### config.mk
export PLATFORM = sky130hd
export DESIGN_NAME = tone_sequencer
export DESIGN_NICKNAME = d
export VERILOG_FILES = /design/src/rtl/tone_sequencer.sv
export SDC_FILE = /design/constraint.sdc
export NUM_CORES = 1
export LEC_CHECK = 0
export BUFFER_PORTS_ARGS = -buffer_cell sky130_fd_sc_hd__buf_4
export CORE_MARGIN = 2
export CORE_UTILIZATION = 60
export CTS_CLUSTER_SIZE = 40
export DETAILED_ROUTE_END_ITERATION = 6
export PLACE_DENSITY = 0.81
export RECOVER_POWER = 100
export SKIP_CTS_REPAIR_TIMING = 1
export SLEW_MARGIN = 20
export SYNTH_ARGS = -nofsm -noshare
export SYNTH_HDL_FRONTEND = slang
export SYNTH_SLANG_ARGS = --single-unit
### constraint.sdc
create_clock -name clk -period 6.6 [get_ports clk]
set_clock_uncertainty 0.2 [all_clocks]
set_input_delay 0.66 -clock clk [delete_from_list [all_inputs] [get_ports clk]]
set_output_delay 0.66 -clock clk [all_outputs]
set_load 0.01 [all_outputs]
### src/rtl/tone_sequencer.sv
// tone_sequencer: arbitrates two note requesters (A = background tune,
// B = game effects, B has priority) onto one buzzer tone generator.
// Each accepted {note, duration} command plays for dur*BEAT_CYCLES cycles,
// followed by GAP_CYCLES of silence so repeated notes articulate.
//
// Handshake: a command transfers on a rising edge where valid & ready are
// both high. Ready is combinational and depends only on the FSM being IDLE,
// abort being low, rst_n being high and (for A only) b_valid being low, so a
// requester may hold valid for as long as it likes; note/dur are sampled only
// on the transfer edge.
module tone_sequencer #(
    parameter int unsigned BEAT_CYCLES = 10344828,
    parameter int unsigned GAP_CYCLES  = 500000
) (
    input  logic       clk,
    input  logic       rst_n,
    input  logic       a_valid,
    input  logic [3:0] a_note,
    input  logic [3:0] a_dur,
    output logic       a_ready,
    input  logic       b_valid,
    input  logic [3:0] b_note,
    input  logic [3:0] b_dur,
    output logic       b_ready,
    input  logic       abort,
    input  logic       mute,
    output logic [3:0] node,
    output logic       busy,
    output logic       src_b,
    output logic [1:0] dbg_state
);

    typedef enum logic [1:0] {
        S_IDLE = 2'd0,
        S_NOTE = 2'd1,
        S_GAP  = 2'd2
    } state_t;

    localparam logic [31:0] BEAT_LAST = 32'(BEAT_CYCLES - 1);
    localparam logic [31:0] GAP_LAST  = (GAP_CYCLES == 0) ? 32'd0 : 32'(GAP_CYCLES - 1);

    state_t      state_q;
    logic [3:0]  note_q;
    logic [3:0]  last_unit_q;   // D-1; a dur of 0 wraps to 15, i.e. 16 beats
    logic [31:0] cyc_q;         // cycles within a beat, or within the gap
    logic [4:0]  unit_q;        // beats completed in the current note
    logic [3:0]  node_q;
    logic        busy_q;
    logic        src_b_q;

    logic        idle;
    logic        a_take;
    logic        b_take;
    logic        beat_end;
    logic        note_end;
    logic        gap_end;
    logic [3:0]  sel_note_d;
    logic [3:0]  sel_dur_d;
    logic [31:0] cyc_d;
    logic [4:0]  unit_d;

    // Handshake, arbitration and end-of-period decode.
    always_comb begin
        idle       = (state_q == S_IDLE);
        b_ready    = rst_n & idle & ~abort;
        a_ready    = rst_n & idle & ~abort & ~b_valid;
        b_take     = b_valid & b_ready;
        a_take     = a_valid & a_ready;
        sel_note_d = b_take ? b_note : a_note;
        sel_dur_d  = b_take ? b_dur : a_dur;
        cyc_d      = cyc_q + 32'd1;
        unit_d     = unit_q + 5'd1;
        beat_end   = (cyc_q == BEAT_LAST);
        note_end   = beat_end && (unit_q == {1'b0, last_unit_q});
        gap_end    = (cyc_q == GAP_LAST);
    end

    // Main FSM with registered node/busy/src_b outputs.
    always_ff @(posedge clk or negedge rst_n) begin
        if (!rst_n) begin
            state_q     <= S_IDLE;
            note_q      <= 4'd0;
            last_unit_q <= 4'd0;
            cyc_q       <= 32'd0;
            unit_q      <= 5'd0;
            node_q      <= 4'd0;
            busy_q      <= 1'b0;
            src_b_q     <= 1'b0;
        end else if (abort) begin
            // src_b is deliberately left alone so it still names the last source.
            state_q <= S_IDLE;
            cyc_q   <= 32'd0;
            unit_q  <= 5'd0;
            node_q  <= 4'd0;
            busy_q  <= 1'b0;
        end else begin
            case (state_q)
                S_IDLE: begin
                    node_q <= 4'd0;
                    if (a_take || b_take) begin
                        state_q     <= S_NOTE;
                        note_q      <= sel_note_d;
                        last_unit_q <= sel_dur_d - 4'd1;
                        src_b_q     <= b_take;
                        cyc_q       <= 32'd0;
                        unit_q      <= 5'd0;
                        busy_q      <= 1'b1;
                        node_q      <= mute ? 4'd0 : sel_note_d;
                    end
                end
                S_NOTE: begin
                    node_q <= mute ? 4'd0 : note_q;
                    if (note_end) begin
                        cyc_q  <= 32'd0;
                        unit_q <= 5'd0;
                        node_q <= 4'd0;
                        if (GAP_CYCLES == 0) begin
                            state_q <= S_IDLE;
                            busy_q  <= 1'b0;
                        end else begin
                            state_q <= S_GAP;
                        end
                    end else if (beat_end) begin
                        cyc_q  <= 32'd0;
                        unit_q <= unit_d;
                    end else begin
                        cyc_q <= cyc_d;
                    end
                end
                S_GAP: begin
                    node_q <= 4'd0;
                    if (gap_end) begin
                        state_q <= S_IDLE;
                        busy_q  <= 1'b0;
                        cyc_q   <= 32'd0;
                    end else begin
                        cyc_q <= cyc_d;
                    end
                end
                default: begin
                    state_q <= S_IDLE;
                    node_q  <= 4'd0;
                    busy_q  <= 1'b0;
                end
            endcase
        end
    end

    assign node      = node_q;
    assign busy      = busy_q;
    assign src_b     = src_b_q;
    assign dbg_state = state_q;

endmodule
Yosys cells after proc, flatten, opt, wreduce, memory -nomap -nowiden

Cells that the tools add are included.

Input port bits: 22
Register bits: 53

Add/sub/neg operators: 3
Eq/ne operators: 10
Reduce and logical (&&, ||, !) cells: 10
Muxes and demuxes: 28
Bitwise operators: 7

Operators by type and width:

| kind                                                  | count |
|---|---|
| two-way mux 32 bit                                    | 5 |
| case mux 32 bit (3 select lines)                      | 1 |
| adder 32 x 1 -> 32 bit, second input constant         | 1 |
| equality test 32 x 19 -> 1 bit, second input constant | 1 |
| equality test 32 x 24 -> 1 bit, second input constant | 1 |
| two-way mux 4 bit                                     | 7 |
| two-way mux 5 bit                                     | 4 |
| AND reduction 3 bit                                   | 4 |
| case mux 5 bit (2 select lines)                       | 1 |
| two-way mux 2 bit                                     | 4 |
| case mux 4 bit (2 select lines)                       | 1 |
| inequality test 3 bit, second input constant          | 2 |
| case mux 2 bit (3 select lines)                       | 1 |
| adder 5 x 1 -> 5 bit, second input constant           | 1 |
| bitwise AND 1 bit                                     | 5 |
| equality test 5 x 4 -> 1 bit                          | 1 |
| inequality test 4 bit, second input constant          | 1 |
| nonzero test 4 bit                                    | 1 |
| subtractor 4 x 1 -> 4 bit, second input constant      | 1 |
| two-way mux 1 bit                                     | 3 |
| inequality test 3 x 2 -> 1 bit, second input constant | 1 |
| case mux 1 bit (3 select lines)                       | 1 |
| nonzero test 3 bit                                    | 1 |
| equality test 2 x 1 -> 1 bit, second input constant   | 1 |
| other kinds (7)                                       | 8 |

Logic depth before layout (Yosys ltp)

Word-level depth: 9
Depth in mapped cells: 9

Worst setup path before layout

OpenSTA, ideal clock, no wires.

Path type: register to register
Start: register state_q[0] (netlist: dbg_state[0])
End: register unit_q[0]
Arrival: 2.283 ns
Path buffers: 1
Slack: 4.039 ns
Cell stages (with the launch flop): 10
Clock period less this slack: 2.561 ns
Cells stage by stage: dfrtp_1 > inv_1 > ha_1 > and3b_1 > clkbuf_1 > o21ai_1 > o21ai_0 > nand2_1 > or3b_1 > a21oi_1

Word-level cells in the longest chain between the ends: 8
Elaborated cells between the ends (all ways): 14

RTL lines:

| element                                    | line | text |
|---|---|---|
| from (decl)                                | 42   | `state_t state_q;` |
| from (signal assigned)                     | 81   | `state_q <= S_IDLE;` |
| from (signal assigned)                     | 91   | `state_q <= S_IDLE;` |
| from (signal assigned)                     | 101  | `state_q <= S_NOTE;` |
| zero test 2 bit *                          | 64   | `idle = (state_q == S_IDLE);` |
| bitwise AND 1 bit * (2 in a row)           | 65   | `b_ready = rst_n & idle & ~abort;` |
| named net b_ready                          | 24   | `output logic b_ready,` |
| bitwise AND 1 bit                          | 66   | `a_ready = rst_n & idle & ~abort & ~b_valid;` |
| bitwise AND 1 bit                          | 68   | `a_take = a_valid & a_ready;` |
| logical OR 1 bit *                         | 100  | `if (a_take \|\| b_take) begin` |
| inequality test 3 x 2 -> 1 bit (no line) * | -    |  |
| AND reduction 3 bit (no line) *            | -    |  |
| to (signal assigned)                       | 125  | `unit_q <= unit_d;` |
| to (decl)                                  | 46   | `logic [4:0] unit_q;` |

Mark *: on every way through the listed nets, which the timed path passes. The rest lies on a longest branch.
A chain may end at the register's enable or synchronous reset.

Final worst setup path

Start: register cyc_q[29]
End: register cyc_q[7]

Word-level cells in the longest chain between the ends: 5
Elaborated cells between the ends (all ways): 8

RTL lines:

| element                                                 | line    | text |
|---|---|---|
| from (decl)                                             | 45      | `logic [31:0] cyc_q;` |
| from (signal assigned)                                  | 127     | `cyc_q <= cyc_d;` |
| from (signal assigned)                                  | 137     | `cyc_q <= cyc_d;` |
| equality test 32 x 24 -> 1 bit                          | 73      | `beat_end = (cyc_q == BEAT_LAST);` |
| two-way mux 32 bit or logical AND 1 bit (tied branches) | 123, 74 |  |
| two-way mux 32 bit                                      | 113     | `if (note_end) begin` |
| case mux 32 bit (3 select lines) *                      | 97      | `case (state_q)` |
| two-way mux 32 bit *                                    | 89      | `end else if (abort) begin` |

Mark *: on every way between the ends. The rest lies on a longest branch, timed or not.

==> summary.md <==
| Metric | Value |
|---|---|
| Reg2Reg Depth | 6 |
| EDFF count, synth | 0 |
| 1st-iter DRT viols | 147 |
| Final min period | 3.713 ns |
| Worst hold path class | in -> async |
| Crit path max fanout | 17 |
| Switching pwr | 0.2099 mW |
| DRC viols | 0 |
| WP buf/inv | 0 |
| FMAX | 269.3 MHz |
| Nets@finish | 392 |
| Crit. Startpoint | cyc_q[29] |
| First-pass GRT wire length | 10970 um |
| Drt pass-1 iters | 4 |
| PortBufs | 31 |
| Comb power frac | 0.189 |
| Io pins | 32 |
| Reg2Reg Setup Slack | 2.89 ns |
| H-tree Lvls | 2 |
| Yosys warns | 0 |
| Pwr dens | 216.2 nW/um2 |
| Slew HR | 0.2538 |
| Die Y | 75.01 um |
| Grt total ovfl | 0 |
| Top FF cell, synth | dfrtp_1 |
| Final Hold Fails | 0 |
| RSZ-0062 raised after global routing | false |
| Final instance area | 3356 um2 |
| Final Max Tran Viols | 0 |
| Post-synthesis average cell area | 9.031 um2 |
| Switching Fraction | 0.2893 |
| Power share of the clock group | 0.310 |
| Antenna violation net count after detailed routing | 0 |
| Largest stage delay, worst path | 0.96 ns |
| Mapped Nets | 364 |
| Seq pwr share | 0.501 |
| Worst VDD drop | 0.0002206 V |
| Worst-path clk slew | 0.10 ns |
| Period utilization | 0.5626 |
| Share of cells above drive strength 1 | 0.09615 |
| Leakage | 1.492 nW |
| Cells after Synth | 335 |
| Core footprint | 4786 um2 |
| RR Startpoint | cyc_q[29] |
| Initial Util | 0.6322 |
| Critical path data arrival time | 3.68 ns |
| Area Overhead vs Synth | 10.92% |
| Post-Route WL | 6511 um |
| # clock sinks | 53 |
| CTS root buf | clkbuf_8 |
| Worst-Skew Late Latency | 0.31 ns |
| Detailed Place HPWL | 4722 um |
| CTS Buf Count | 5 |
| Async SR Flop Fraction | 1.000 |
| Largest net degree at the start of global routing | 56 |
| Register area share after synthesis | 0.4384 |
| Largest delay share family, worst path | simple AND/OR/NAND/NOR gates |
| Via count | 2541 |
| Initial antenna violation count | 0 |
| Status | finished, final reports clean |
| Critical path type | reg -> reg |
| Critical Path Sink | cyc_q[7] |
| Logic depth of the worst path, buffers included | 6 |
| Critical path capture point type | flip-flop |
| Clock tree buffer depth | 2 |
| R2R Path End | cyc_q[7] |
| Placed cells | 423 |
| Final core utilization | 0.7012 |
| Placed inst area | 3301 um2 |
| Actual slew at the worst max-slew pin | 1.115 ns |
| Final setup viols | 0 |
| Post-synth cell types | 48 |
| Drt via density | 5.896 |
| Synthesized area | 3025 um2 |
| DIE AREA | 5627 um2 |
| CTS tree | built |
| Finished Layout Cells | 431 |
| Cell Rows | 25 |
| Number of global-route vias before repair | 2394 |
| Chip width | 75.01 um |
| Int Power | 0.5156 mW |
| Tot GR Track Use | 0.2532 |
| Critical Path RT | 6.56 ns |
| Setup tns final | 0 ns |
| Diode count | 0 |
| GP Congestion | 0.8209 |
| Worst path slowest cell | nor2_1 |
| CP startpoint kind | flip-flop |
| Cell repeated most along the worst path | nor2_1 |
| Maxcap violations | 0 |
| DR WL/cell | 15.11 um |
| Crit-path cells | nor4_1, nand4_1, o31ai_1, a21oi_1, nor2_1, nor2_1 |
| FF+latch count, synth | 53 |
## flip-flops by register name, summed over array words and instances, names as in the netlist
signal	cells
last_unit_q	4
busy	1
src_b	1
note_q	4
dbg_state	2
node	4
unit_q	5
cyc_q	32
## power by group through the flow
stage          combinational [mW]  clock (mW)  sequential, mW
4_1_cts                     0.146       0.230           0.363
6_report                    0.137       0.225           0.363
3_3_place_gp                0.141           0           0.368
5_1_grt                     0.155       0.242           0.366
3_5_place_dp                0.145           0           0.370
2_1_floorplan              0.0973           0           0.369
## through the flow
step	hold WS, ns	setup WS [ns]	total power, mW
after floorplan	0.1644	4.039	0.4660
after global placement	0.2601	3.520	0.5094
after detailed placement	0.2653	3.482	0.5151
after CTS	0.1983	3.605	0.7387
after global routing	0.2401	2.567	0.7626
final	0.1676	2.887	0.7255
## cell type report
type	instances	area, um2
Multi-Input combinational cell	260	1589
Fill cell	403	1430
Sequential cell	53	1326
Timing Repair Buffer	33	206.4
Tap cell	67	83.83
Clock buffer	5	68.82
Clock inverter	3	43.79
Inverter	10	37.54
## logic make-up after synthesis
group / synth area share
buffers and inverters: 0.03102
XOR/XNOR: 0.07237
AND/OR/NAND/NOR: 0.2738
flip-flops: 0.4384
AO/OA/AOI/OAI: 0.1386
adder cells (fa/ha/maj): 0.02895
multiplexers: 0.01696
## Yosys cell counts, types with 6 or more instances
library cell	instances	area share
nand2_1	37	0.046
nand4_1	13	0.027
or3_1	6	0.012
nor4_1	6	0.012
xor2_1	9	0.026
inv_1	10	0.012
clkbuf_1	10	0.012
a22o_1	10	0.029
a21oi_1	14	0.023
o21ai_0	14	0.023
nor3_1	11	0.018
ha_1	7	0.029
nor2_1	46	0.057
a21o_1	11	0.027
dfrtp_1	53	0.44
nand3_1	13	0.022
xnor2_1	16	0.046
## how the worst min path moves through the flow
stage	start	end
detailed placement	note_q[2]	note_q[2]
global route	rst_n	cyc_q[28]
finish	rst_n	cyc_q[31]
global placement	note_q[0]	note_q[0]
CTS	rst_n	cyc_q[28]
floorplan	rst_n	busy
## cells in the final DEF, fill, tap and decap left out, types with 7 or more instances in the layout
master	netlist	routed
xor2_1	9	9
a21oi_1	14	15
nand2_1	37	37
o21ai_0	14	15
a21o_1	11	11
a22o_1	10	10
ha_1	7	7
nand3_1	13	13
nor2_1	46	47
inv_1	10	10
dfrtp_1	53	53
clkbuf_1	10	11
nor3_1	11	12
buf_4	1	22
xnor2_1	16	16
nand4_1	13	13
## routing by layer
layer / global-route usage / vias to the layer above / wire [um]
met5: 0 / - / 0
met4: 0.08730 / 0 / 104
met3: 0.04016 / 12 / 182
met2: 0.3869 / 35 / 3023
met1: 0.3682 / 1240 / 3201
li1: - / 1254 / -
No activity file was read; power rests on OpenSTA's default activity.
